--- src/rtl/pipeline_hazard_ctrl.sv ---
// Hazard controller for a 5-stage pipeline: load-use / RAW stall, taken-branch flush,
// operand forwarding selects and saturating stall/flush event counters.
module pipeline_hazard_ctrl #(
  parameter int REG_AW   = 4,
  parameter int NUM_SRC  = 3,
  parameter int FWD_EN   = 1,
  parameter int ZERO_REG = 1,
  parameter int CNT_W    = 16
) (
  input  logic                      clk,
  input  logic                      rst,
  input  logic                      id_valid,
  input  logic [NUM_SRC*REG_AW-1:0] id_rs,
  input  logic [NUM_SRC-1:0]        id_use,
  input  logic [REG_AW-1:0]         id_rd,
  input  logic                      id_regwrite,
  input  logic                      id_memread,
  input  logic                      ex_branch_taken,
  output logic                      pc_en,
  output logic                      if_id_en,
  output logic                      if_id_flush,
  output logic                      id_ex_bubble,
  output logic [2*NUM_SRC-1:0]      fwd_sel,
  output logic [CNT_W-1:0]          stall_cnt,
  output logic [CNT_W-1:0]          flush_cnt
);

  logic                      r_idex_valid;
  logic [REG_AW-1:0]         r_idex_rd;
  logic                      r_idex_regwrite;
  logic                      r_idex_memread;
  logic [NUM_SRC*REG_AW-1:0] r_idex_rs;
  logic [NUM_SRC-1:0]        r_idex_use;

  logic                      r_exmem_valid;
  logic [REG_AW-1:0]         r_exmem_rd;
  logic                      r_exmem_regwrite;

  logic                      r_memwb_valid;
  logic [REG_AW-1:0]         r_memwb_rd;
  logic                      r_memwb_regwrite;

  logic [CNT_W-1:0]          r_stall_cnt;
  logic [CNT_W-1:0]          r_flush_cnt;

  logic [NUM_SRC-1:0]        w_id_m_idex;
  logic [NUM_SRC-1:0]        w_id_m_exmem;
  logic [NUM_SRC-1:0]        w_ex_m_exmem;
  logic [NUM_SRC-1:0]        w_ex_m_memwb;
  logic                      w_hazard;
  logic                      w_stall;
  logic                      w_flush;
  logic                      w_bubble;

  function automatic logic f_match(
    input logic              use_b,
    input logic [REG_AW-1:0] src,
    input logic              stg_valid,
    input logic              stg_regwrite,
    input logic [REG_AW-1:0] stg_rd
  );
    f_match = use_b && stg_valid && stg_regwrite && (src == stg_rd)
              && !((ZERO_REG != 0) && (src == '0));
  endfunction

  generate
    for (genvar gi = 0; gi < NUM_SRC; gi++) begin : g_src
      logic [REG_AW-1:0] w_id_src;
      logic [REG_AW-1:0] w_ex_src;
      assign w_id_src = id_rs[gi*REG_AW +: REG_AW];
      assign w_ex_src = r_idex_rs[gi*REG_AW +: REG_AW];

      assign w_id_m_idex[gi]  = f_match(id_use[gi], w_id_src, r_idex_valid,
                                        r_idex_regwrite, r_idex_rd);
      assign w_id_m_exmem[gi] = f_match(id_use[gi], w_id_src, r_exmem_valid,
                                        r_exmem_regwrite, r_exmem_rd);
      assign w_ex_m_exmem[gi] = f_match(r_idex_use[gi], w_ex_src, r_exmem_valid,
                                        r_exmem_regwrite, r_exmem_rd);
      assign w_ex_m_memwb[gi] = f_match(r_idex_use[gi], w_ex_src, r_memwb_valid,
                                        r_memwb_regwrite, r_memwb_rd);

      // The youngest producer (EX/MEM) wins over the older one in MEM/WB
      assign fwd_sel[2*gi +: 2] = (FWD_EN == 0) ? 2'd0 :
                                  w_ex_m_exmem[gi] ? 2'd1 :
                                  w_ex_m_memwb[gi] ? 2'd2 : 2'd0;
    end
  endgenerate

  // MEM/WB is never a stall source: the register file writes before it reads
  always_comb begin
    w_hazard = 1'b0;
    if (id_valid) begin
      if (FWD_EN != 0)
        w_hazard = r_idex_memread && (|w_id_m_idex);
      else
        w_hazard = (|w_id_m_idex) || (|w_id_m_exmem);
    end
  end

  // Gating with rst keeps every control output at its idle value while reset is held
  assign w_flush  = rst && ex_branch_taken;
  assign w_stall  = rst && w_hazard && !ex_branch_taken;
  assign w_bubble = w_stall || w_flush;

  assign pc_en        = !w_stall;
  assign if_id_en     = !w_stall;
  assign if_id_flush  = w_flush;
  assign id_ex_bubble = w_bubble;
  assign stall_cnt    = r_stall_cnt;
  assign flush_cnt    = r_flush_cnt;

  always_ff @(posedge clk or negedge rst) begin
    if (!rst) begin
      r_idex_valid     <= 1'b0;
      r_idex_rd        <= '0;
      r_idex_regwrite  <= 1'b0;
      r_idex_memread   <= 1'b0;
      r_idex_rs        <= '0;
      r_idex_use       <= '0;
      r_exmem_valid    <= 1'b0;
      r_exmem_rd       <= '0;
      r_exmem_regwrite <= 1'b0;
      r_memwb_valid    <= 1'b0;
      r_memwb_rd       <= '0;
      r_memwb_regwrite <= 1'b0;
      r_stall_cnt      <= '0;
      r_flush_cnt      <= '0;
    end else begin
      r_idex_valid     <= id_valid && !w_bubble;
      r_idex_rd        <= id_rd;
      r_idex_regwrite  <= id_regwrite;
      r_idex_memread   <= id_memread;
      r_idex_rs        <= id_rs;
      r_idex_use       <= id_use;

      r_exmem_valid    <= r_idex_valid;
      r_exmem_rd       <= r_idex_rd;
      r_exmem_regwrite <= r_idex_regwrite;

      r_memwb_valid    <= r_exmem_valid;
      r_memwb_rd       <= r_exmem_rd;
      r_memwb_regwrite <= r_exmem_regwrite;

      if (w_stall && (r_stall_cnt != {CNT_W{1'b1}}))
        r_stall_cnt <= r_stall_cnt + CNT_W'(1);
      if (w_flush && (r_flush_cnt != {CNT_W{1'b1}}))
        r_flush_cnt <= r_flush_cnt + CNT_W'(1);
    end
  end

endmodule

--- config.mk ---
export PLATFORM = sky130hd
export DESIGN_NAME = pipeline_hazard_ctrl
export DESIGN_NICKNAME = d
export VERILOG_FILES = /design/src/rtl/pipeline_hazard_ctrl.sv
export SDC_FILE = /design/constraint.sdc
export NUM_CORES = 1
export LEC_CHECK = 0
export CAP_MARGIN = 40
export CORE_MARGIN = 4
export CORE_UTILIZATION = 45
export CTS_BUF_LIST = sky130_fd_sc_hd__clkbuf_2 sky130_fd_sc_hd__clkbuf_4 sky130_fd_sc_hd__clkbuf_8
export DETAILED_ROUTE_END_ITERATION = 10
export PLACE_DENSITY = 0.7
export SLEW_MARGIN = 20
export SYNTH_ARGS = -nofsm -noshare
export SYNTH_HDL_FRONTEND = slang
export SYNTH_SLANG_ARGS = --single-unit
--- constraint.sdc ---
create_clock -name clk -period 2.8 [get_ports clk]
set_input_delay 0.56 -clock clk [delete_from_list [all_inputs] [get_ports clk]]
set_output_delay 0.56 -clock clk [all_outputs]
set_load 0.005 [all_outputs]
---- After elaboration in Yosys (flattened, before gate mapping) ----
Index checks and enable logic that the tools add are counted.
word-level totals
  latch bits .............................. 0
  output and inout bits ................... 42
  bits in writable memories ............... 0
  memories kept ........................... 0
  word-level logic and storage cells ...... 94
  register bits ........................... 66
  memory bits (read-only) ................. 0
cells by class
  bitwise logic cells ..................... 0
  mux-type cells .......................... 7
  reduce and logical (&&, ||, !) cells .... 60
  shift-type cells ........................ 0
  add/subtract/negate cells ............... 2
  divide/modulo/power cells ............... 0
  multipliers ............................. 0
  equality and inequality tests ........... 11
  $lt $le $gt $ge ......................... 0
operator list
  cell                                            count
  logical AND 1 bit                               43
  == test 4 bit                                   9
  adder 16 x 1 -> 16 bit (second input constant)  2
  != test 16 bit (second input constant)          2
  zero test 4 bit                                 6
  2-to-1 mux 2 bit                                6
  zero test 1 bit                                 9
  OR reduction 3 bit                              1
  logical OR 1 bit                                1
  2-to-1 mux 1 bit                                1

---- Depth between registers and ports, before layout ----
Gate-level depths: netlist of run 1.
  depth in word-level cells ............... 12
  depth in mapped cells ................... 7
  gate-level depth less buffers ........... 7

---- Worst setup path after synthesis of run 1 ----
Ideal clock, no wire load.
  kind .................................... input to output
  from .................................... in ex_branch_taken
  to ...................................... out pc_en
  arrival ................................. 1.892 ns
  cell stages on the path ................. 7
  required time ........................... 2.240 ns
  path slack .............................. 0.348 ns
  cells stage by stage .................... and4b_1 > nand3_2 > or3_1 > buf_6 > buf_6 > and2_2 > buf_4
on the way
  cells in the longest elaborated chain, start to end .. 3
RTL lines
  item               RTL line  RTL
  from (decl)        18        input logic ex_branch_taken,
  zero test 1 bit    102       assign w_stall = rst && w_hazard && !ex_branch_taken;
  logical AND 1 bit  102
  zero test 1 bit    n/a
  to (decl)          19        output logic pc_en,
Every way passes these cells.

---- Worst setup path in the final report of run 1 ----
  from .................................... reg r_idex_rs[7]
  to ...................................... out fwd_sel[3]
on the way
  cells in the longest elaborated chain, start to end .. 5
RTL lines
  item                                                  RTL line  RTL
  from (decl)                                           32        logic [NUM_SRC*REG_AW-1:0] r_idex_rs;
  from (signal assigned)                                133       r_idex_rs <= id_rs;
  == test 4 bit or zero test 4 bit (tied branches)      62, 63
  logical AND 1 bit or zero test 1 bit (tied branches)  62, 63
  logical AND 1 bit                                     63        && !((ZERO_REG != 0) && (src == '0));
  2-to-1 mux 2 bit                                      85        w_ex_m_memwb[gi] ? 2'd2 : 2'd0;
  2-to-1 mux 2 bit (*)                                  84        w_ex_m_exmem[gi] ? 2'd1 :
  to (decl)                                             23        output logic [2*NUM_SRC-1:0] fwd_sel,
Mark *: on every way between the ends. The rest lies on a longest branch, timed or not.

==> results of run 1 <==
[cell type report]
type | instances | area (µm²)
fillers | 520 | 2300
flip-flops and latches | 66 | 1660
multi-input cells | 183 | 1450
repair buffers | 80 | 790
clock buffers | 9 | 124
well taps | 77 | 96.3
clock inverters | 7 | 70.1
inverters | 3 | 11.3
[kinds of logic after synthesis]
| logic type | Yosys count |
|---|---|
| AOI/OAI and AO/OA | 27 |
| xor gates and xnor gates | 59 |
| adders and majority gates | 2 |
| buffers and inverters | 8 |
| DFF | 66 |
| muxes | 6 |
| and+or+nand+nor | 89 |
[Yosys cell counts (all sizes together) (5+ instances only)]
| cell type | n | area [µm²] |
|---|---|---|
| a211oi | 5 | 47.5 |
| a21oi | 5 | 25.0 |
| and3 | 6 | 37.5 |
| buf | 5 | 46.3 |
| dfrtp | 66 | 1650 |
| mux2 | 6 | 67.6 |
| nand2 | 19 | 71.3 |
| nand3 | 18 | 95.1 |
| nand4 | 13 | 81.3 |
| nor4 | 10 | 62.6 |
| xnor2 | 37 | 324 |
| xor2 | 22 | 193 |
[state kept, by name, indices dropped and copies added, names as in the netlist]
name,cells
flush_cnt,16
r_exmem_rd,4
r_exmem_regwrite,1
r_exmem_valid,1
r_idex_memread,1
r_idex_rd,4
r_idex_regwrite,1
r_idex_rs,12
r_idex_use,3
r_idex_valid,1
r_memwb_rd,4
r_memwb_regwrite,1
r_memwb_valid,1
stall_cnt,16
[worst reg2reg max path, cell delays in order, from the launching register on]
cell                       delay, ns
sky130_fd_sc_hd__dfrtp_2        0.46
sky130_fd_sc_hd__xnor2_1        0.17
sky130_fd_sc_hd__nand2_1        0.10
sky130_fd_sc_hd__nor4_4         0.29
sky130_fd_sc_hd__buf_4          0.16
sky130_fd_sc_hd__o21bai_2       0.06
sky130_fd_sc_hd__buf_4          0.20
sky130_fd_sc_hd__a211oi_1       0.24
sky130_fd_sc_hd__mux2_2         0.36
[worst min-delay path by stage]
stage | end | slack [ns]
final | r_idex_memread | 0.31
after global placement | r_exmem_valid | 0.36
after global routing | r_idex_memread | 0.33
after CTS | r_exmem_regwrite | 0.38
after floorplan | flush_cnt[0] | 0.26
after detailed placement | r_exmem_regwrite | 0.36
[power by group through the flow]
stage	combinational [mW]	clock (mW)	sequential (mW)
2_1_floorplan	0.119	0	1.11
3_3_place_gp	0.295	0	1.12
3_5_place_dp	0.303	0	1.12
4_1_cts	0.305	0.797	1.11
5_1_grt	0.341	0.836	1.13
6_report	0.307	0.777	1.11
[metal layers]
| metal | part of all wire [%] | global-route usage [%] | routed length (µm) |
|---|---|---|---|
| met1 | 46 | 22.9 | 3040 |
| met2 | 48 | 27.2 | 3180 |
| met3 | 4.7 | 5.50 | 314 |
| met4 | 1.2 | 6.38 | 82 |
| met5 | 0 | 0 | 0 |
[metrics by stage]
step	worst slack [ns]	setup TNS [ns]	util [%]	instance area [µm²]
after floorplan	0.348	0	-	3070
after global placement	-0.336	-0.794	59.6	3870
after detailed placement	-0.332	-0.799	59.6	3870
after CTS	-0.0199	-0.0199	62.9	4080
after global routing	0.00151	0	64.6	4190
final	0.100	0	64.6	4190
[timing repair]
action                     4_1_cts  5_1_grt
pin swaps                        0        4
resized for setup                7       19
setup endpoints to repair        4        6
==> key figures, run 1 <==
Logic synthesis
  – EDFF count, synth: 0
  – Proportion of synthesized chip area in sequential cells: 53.8%
  – Net count after synthesis: roughly 280
  – Number of standard cells after synthesis: approximately 260
  – Number of synthesis warnings: 0
  – Post-synthesis compound-gate area fraction: under 10%
  – Share of synthesized area spent on multiplexers: 2.20%
  – Async S/R FF share, synth: 100%
  – Share of the synthesized netlist area taken by xor and xnor gates: roughly 17%
  – Cell area after synthesis: approximately 0.003 mm²
  – Count of unique library cells instantiated by Yosys: 40
  – Combinational family with the most area after synthesis: XOR/XNOR gates
  – Flip-flop and latch count after synthesis: 66
  – Fraction of the mapped netlist area in adder cells: less than 1%
  – Synthesized area per cell: ~12 µm²
  – Synth Area in Simple Gates: 16.3%
  – Most instantiated flip-flop cell in the synthesis netlist: sky130_fd_sc_hd__dfrtp_1

Setup path
  – Last element of the critical path: fwd_sel[3]
  – Data arrival at the endpoint of the critical path: 2.14 ns
  – Nature of the critical path endpoint: primary output
  – Type of element launching the critical path: flip-flop
  – Critical path buffer and inverter count: 1
  – Data required time of the worst path: 2.24 ns
  – Maximum fanout encountered on the critical timing path: 3
  – CP delay by family, top: buffers and inverters
  – Worst reg2reg startpoint: r_idex_rd[2]
  – Classification of the worst setup path: reg -> out
  – Cell with the largest stage delay on the worst path: sky130_fd_sc_hd__clkdlybuf4s50_1
  – Worst reg2reg endpoint: stall_cnt[14]
  – Worst-path cell chain: o41ai_4, nor4_1, nor4_1, clkdlybuf4s50_1
  – Worst setup path startpoint: r_idex_rs[7]
  – Delay of the slowest cell on the worst path: ~0.55 ns
  – Reg-to-reg setup timing slack: around 0.64 ns
  – Most prevalent standard cell on the critical path: sky130_fd_sc_hd__nor4_1
  – Depth of the most critical reg-to-reg path: 8
  – Logic depth of the worst setup path including buffers: 4

Die
  – Die boundary height: slightly above 90 µm
  – Top-level I/O count: 67
  – Cell Rows: 29
  – Die footprint: just over 0.008 mm²
  – Initial standard-cell utilization of the core: 47.3%
  – Core Region: approximately 0.0065 mm²
  – Die Span X: about 91 µm

Place
  – Total of buffers placed on input and output ports: 66
  – Weighted congestion reported at the end of routability-driven placement: slightly below 0.8
  – Hpwl dp: between 4000 and 5000 µm
  – Cell Count Post-Placement: roughly 410

Power
  – Switching pwr: 573 µW
  – Pwr dens: 523 mW/mm²
  – Static leakage: 1.79 nW
  – Net Sw Frac: a little over a quarter
  – Worst vdd rail ir drop: around 0.00043 V
  – Reg power frac: 50.6%
  – Int Pwr: approximately 1.6 mW
  – Combinational share of power: around 14%
  – Total design power: approximately 2.2 mW
  – Clock share of power: between 30 and 40%

Finish
  – Final Instance Count excl. Fillers: approximately 430
  – Layout overhead on the synthesized area: 36.6%
  – Leading cell type in the layout, fill and taps excluded: sky130_fd_sc_hd__dfrtp_1
  – Highest-count cells in the layout ignoring fill and taps: sky130_fd_sc_hd__dfrtp_1, sky130_fd_sc_hd__clkdlybuf4s50_1, sky130_fd_sc_hd__xnor2_1
  – Final layout net count: 370
  – Share of layout cells above drive strength 1: 17.5%
  – Number of antenna cells inserted: 0

Global routing
  – Pin count of the biggest net entering global routing: 67
  – Number of antenna violations at the first check in global routing: 0
  – Tot GR Track Use: 17.5%
  – Global-route wire length before repair: 11,400 µm
  – GR Overflow Total: 0
  – Vias in the first global route: between 2,000 and 2,500

Drt
  – Wire length per cell: between 15 and 20 µm
  – Detailed Route WL: ~6600 µm
  – Detail-routed via count per cell: roughly 5.2
  – ANT nets after route: 0
  – Initial detailed-routing violation count: 98
  – Via count of the routed design: between 2,000 and 2,500
  – Drt drc: 0
  – Pre-antenna DRT Iters: 4

STA
  – Clock Skew: about 0.0083 ns
  – Final Max Slew Viols: 0
  – Final Hold Vio Count: 0
  – Unrepaired setup endpoints after global routing: false
  – Min Tclk post-route: ~2.7 ns
  – Headroom to the max-slew limit: between 60% and 70%
  – Final setup viols: 0
  – Slew at the pin with the worst max-slew slack: around 0.53 ns
  – Hold slack final: slightly above 0.3 ns
  – Top achievable clock speed: approximately 0.37 GHz
  – Crit share post-route: ~96%

Clocking
  – Count of H-tree levels built during CTS: 3
  – Buffer type at the clock tree root: sky130_fd_sc_hd__clkbuf_8
  – Hold-fix buffers, CTS: 0
  – Total clock buffers created by CTS: 9
  – Skew-Pair Late Insertion Delay: around 0.34 ns
  – Setup Fix Bufs, Post-CTS: 0
  – Count of clock tree sinks: 66
  – CTS tree: done
  – Largest buffer count on any clock path: 2
  – Clock slew seen by the registers of the worst setup and hold paths: around 0.08 ns

Outcome
  – Run status: finished clean

Job
  – Max Cap Violations: 0

Worst hold path
  – HP Class: in -> async
No activity file was read; power rests on OpenSTA's default activity.
==> inputs of run 2 (changes only) <==
GPL_TIMING_DRIVEN = 0   (was unset)
PLACE_DENSITY = 0.73   (was 0.7)
clock period = 2.22 ns   (was 2.8 ns; I/O delays follow)
==> key figures, run 2 (synthesis gave the netlist of run 1 again) <==
STA
  – Final Hold Vio Count: 0
  – Top achievable clock speed: just under 0.4 GHz
  – Clock Skew: between 0.008 and 0.009 ns
  – Crit share post-route: 115%
  – Final setup viols: 3
  – Min Tclk post-route: about 2.6 ns
  – Slew at the pin with the worst max-slew slack: approximately 0.54 ns
  – Unrepaired setup endpoints after global routing: true
  – Sum of negative setup slack: -0.898 ns
  – Final Max Slew Viols: 0
  – Setup slack after layout: -0.339 ns
  – Headroom to the max-slew limit: ~64%

Setup path
  – Classification of the worst setup path: in -> out
  – Last element of the critical path: pc_en
  – Reg-to-reg setup timing slack: about 0.050 ns
  – Nature of the critical path endpoint: primary output
  – Maximum fanout encountered on the critical timing path: 4
  – Type of element launching the critical path: input port
  – Worst-path cell chain: clkdlybuf4s50_1, xor2_1, nor4_4, o21bai_4, buf_6, and2_4, buf_6, buf_6
  – Depth of the most critical reg-to-reg path: 7
  – Critical path buffer and inverter count: 4
  – Most prevalent standard cell on the critical path: sky130_fd_sc_hd__buf_6
  – Cell with the largest stage delay on the worst path: sky130_fd_sc_hd__clkdlybuf4s50_1
  – Worst setup path startpoint: id_rs[8]
  – Data required time of the worst path: 1.78 ns
  – Worst reg2reg startpoint: r_idex_rd[2]
  – Delay of the slowest cell on the worst path: 0.44 ns
  – Worst reg2reg endpoint: stall_cnt[14]
  – CP delay by family, top: buffers and inverters
  – Logic depth of the worst setup path including buffers: 8
  – Data arrival at the endpoint of the critical path: around 2.1 ns

Drt
  – Initial detailed-routing violation count: 120
  – Detail-routed via count per cell: roughly 5.6
  – Drt drc: 0
  – Via count of the routed design: about 2,500
  – Wire length per cell: around 18 µm
  – ANT nets after route: 0
  – Detailed Route WL: approximately 8000 µm
  – Pre-antenna DRT Iters: 4

Job
  – Max Cap Violations: 0

Die
  – Core Region: about 0.0065 mm²
  – Cell Rows: 29
  – Die boundary height: approximately 91 µm
  – Initial standard-cell utilization of the core: between 40% and 50%
  – Die footprint: around 0.0082 mm²
  – Top-level I/O count: 67
  – Die Span X: ~91 µm

Clocking
  – Largest buffer count on any clock path: 2
  – Total clock buffers created by CTS: 9
  – Count of clock tree sinks: 66
  – Skew-Pair Late Insertion Delay: 0.33 ns
  – Count of H-tree levels built during CTS: 3
  – Buffer type at the clock tree root: sky130_fd_sc_hd__clkbuf_8
  – Clock slew seen by the registers of the worst setup and hold paths: 0.07 ns
  – CTS tree: done

Global routing
  – GR Overflow Total: 0
  – Global-route wire length before repair: 13,200 µm
  – Tot GR Track Use: 20.1%
  – Vias in the first global route: 2,714
  – Pin count of the biggest net entering global routing: 38
  – Number of antenna violations at the first check in global routing: 0

Place
  – Hpwl dp: just under 5000 µm
  – Placed Instance Area: approximately 0.0038 mm²
  – Weighted congestion reported at the end of routability-driven placement: about 0.86
  – Total of buffers placed on input and output ports: 66

Finish
  – Area of all placed cells without fillers: about 0.0045 mm²
  – Layout overhead on the synthesized area: 46.8%
  – Area of the multi-input gates: around 0.0016 mm²
  – Fillers: between 400 and 500
  – Share of layout cells above drive strength 1: 30.2%
  – Number of antenna cells inserted: 0
  – Area of all sequential standard cells: 0.00167 mm²
  – Highest-count cells in the layout ignoring fill and taps: sky130_fd_sc_hd__dfrtp_1, sky130_fd_sc_hd__clkdlybuf4s50_1, sky130_fd_sc_hd__xnor2_1
  – Final layout net count: between 300 and 400
  – Leading cell type in the layout, fill and taps excluded: sky130_fd_sc_hd__dfrtp_1

Power
  – Static leakage: approximately 1.9 nW
  – Pwr dens: around 630 mW/mm²
  – Worst vdd rail ir drop: 0.000533 V

Worst hold path
  – HP Class: in -> async

Outcome
  – Violated checks: setup timing
  – Run status: finished, violations left
[run 2: metrics by stage]
stage	setup slack [ns]	hold WS [ns]	util (%)	total power, mW	std cells
floorplan	0.0618	0.148	-	1.55	257
finish	-0.339	0.0424	69.4	2.85	444
CTS	-0.357	0.0448	67.9	2.85	440
global placement	-3.40	0.354	58.9	1.77	400
global route	-0.421	0.0538	69.4	2.98	444
detailed placement	-1.13	0.355	59.2	1.79	401
[run 2: worst min path at each step]
stage,slack [ns],endpoint,cells past startpoint
2_1_floorplan,0.15,flush_cnt[0],0
3_3_place_gp,0.35,r_exmem_valid,0
3_5_place_dp,0.35,r_exmem_valid,0
4_1_cts,0.04,flush_cnt[0],2
5_1_grt,0.05,flush_cnt[0],2
6_report,0.04,flush_cnt[0],2
[run 2: where the power goes]
part           total [mW]  internal [mW]  switching, mW
clock                1.01          0.558          0.450
combinational       0.440          0.268          0.172
sequential           1.40           1.29          0.114
total                2.85           2.12          0.736
[run 2: per-layer routing]
layer / wire, µm / vias to the layer above / GRT usage [%]
met5: 0 / - / 0
li1: - / 1138 / -
met2: 3880 / 93 / 31.9
met3: 455 / 21 / 4.50
met1: 3470 / 1242 / 26.0
met4: 188 / 0 / 9.31
[run 2: cell type report]
type / instances / area share [%]
Buffer: 4 / 0.944
Clock buffer: 11 / 3.22
Clock inverter: 5 / 1.19
Inverter: 3 / 0.250
Multi-Input combinational cell: 183 / 35.4
Sequential cell: 66 / 37.0
Tap cell: 77 / 2.14
Timing Repair Buffer: 95 / 19.9
[run 2: timing repair]
item	CTS	global route
endpoints found under the setup margin	18	18
buffers inserted	23	11
hold buffers	1	0
resized for setup	74	23
hold endpoints to repair	29	0
pin swaps	22	14
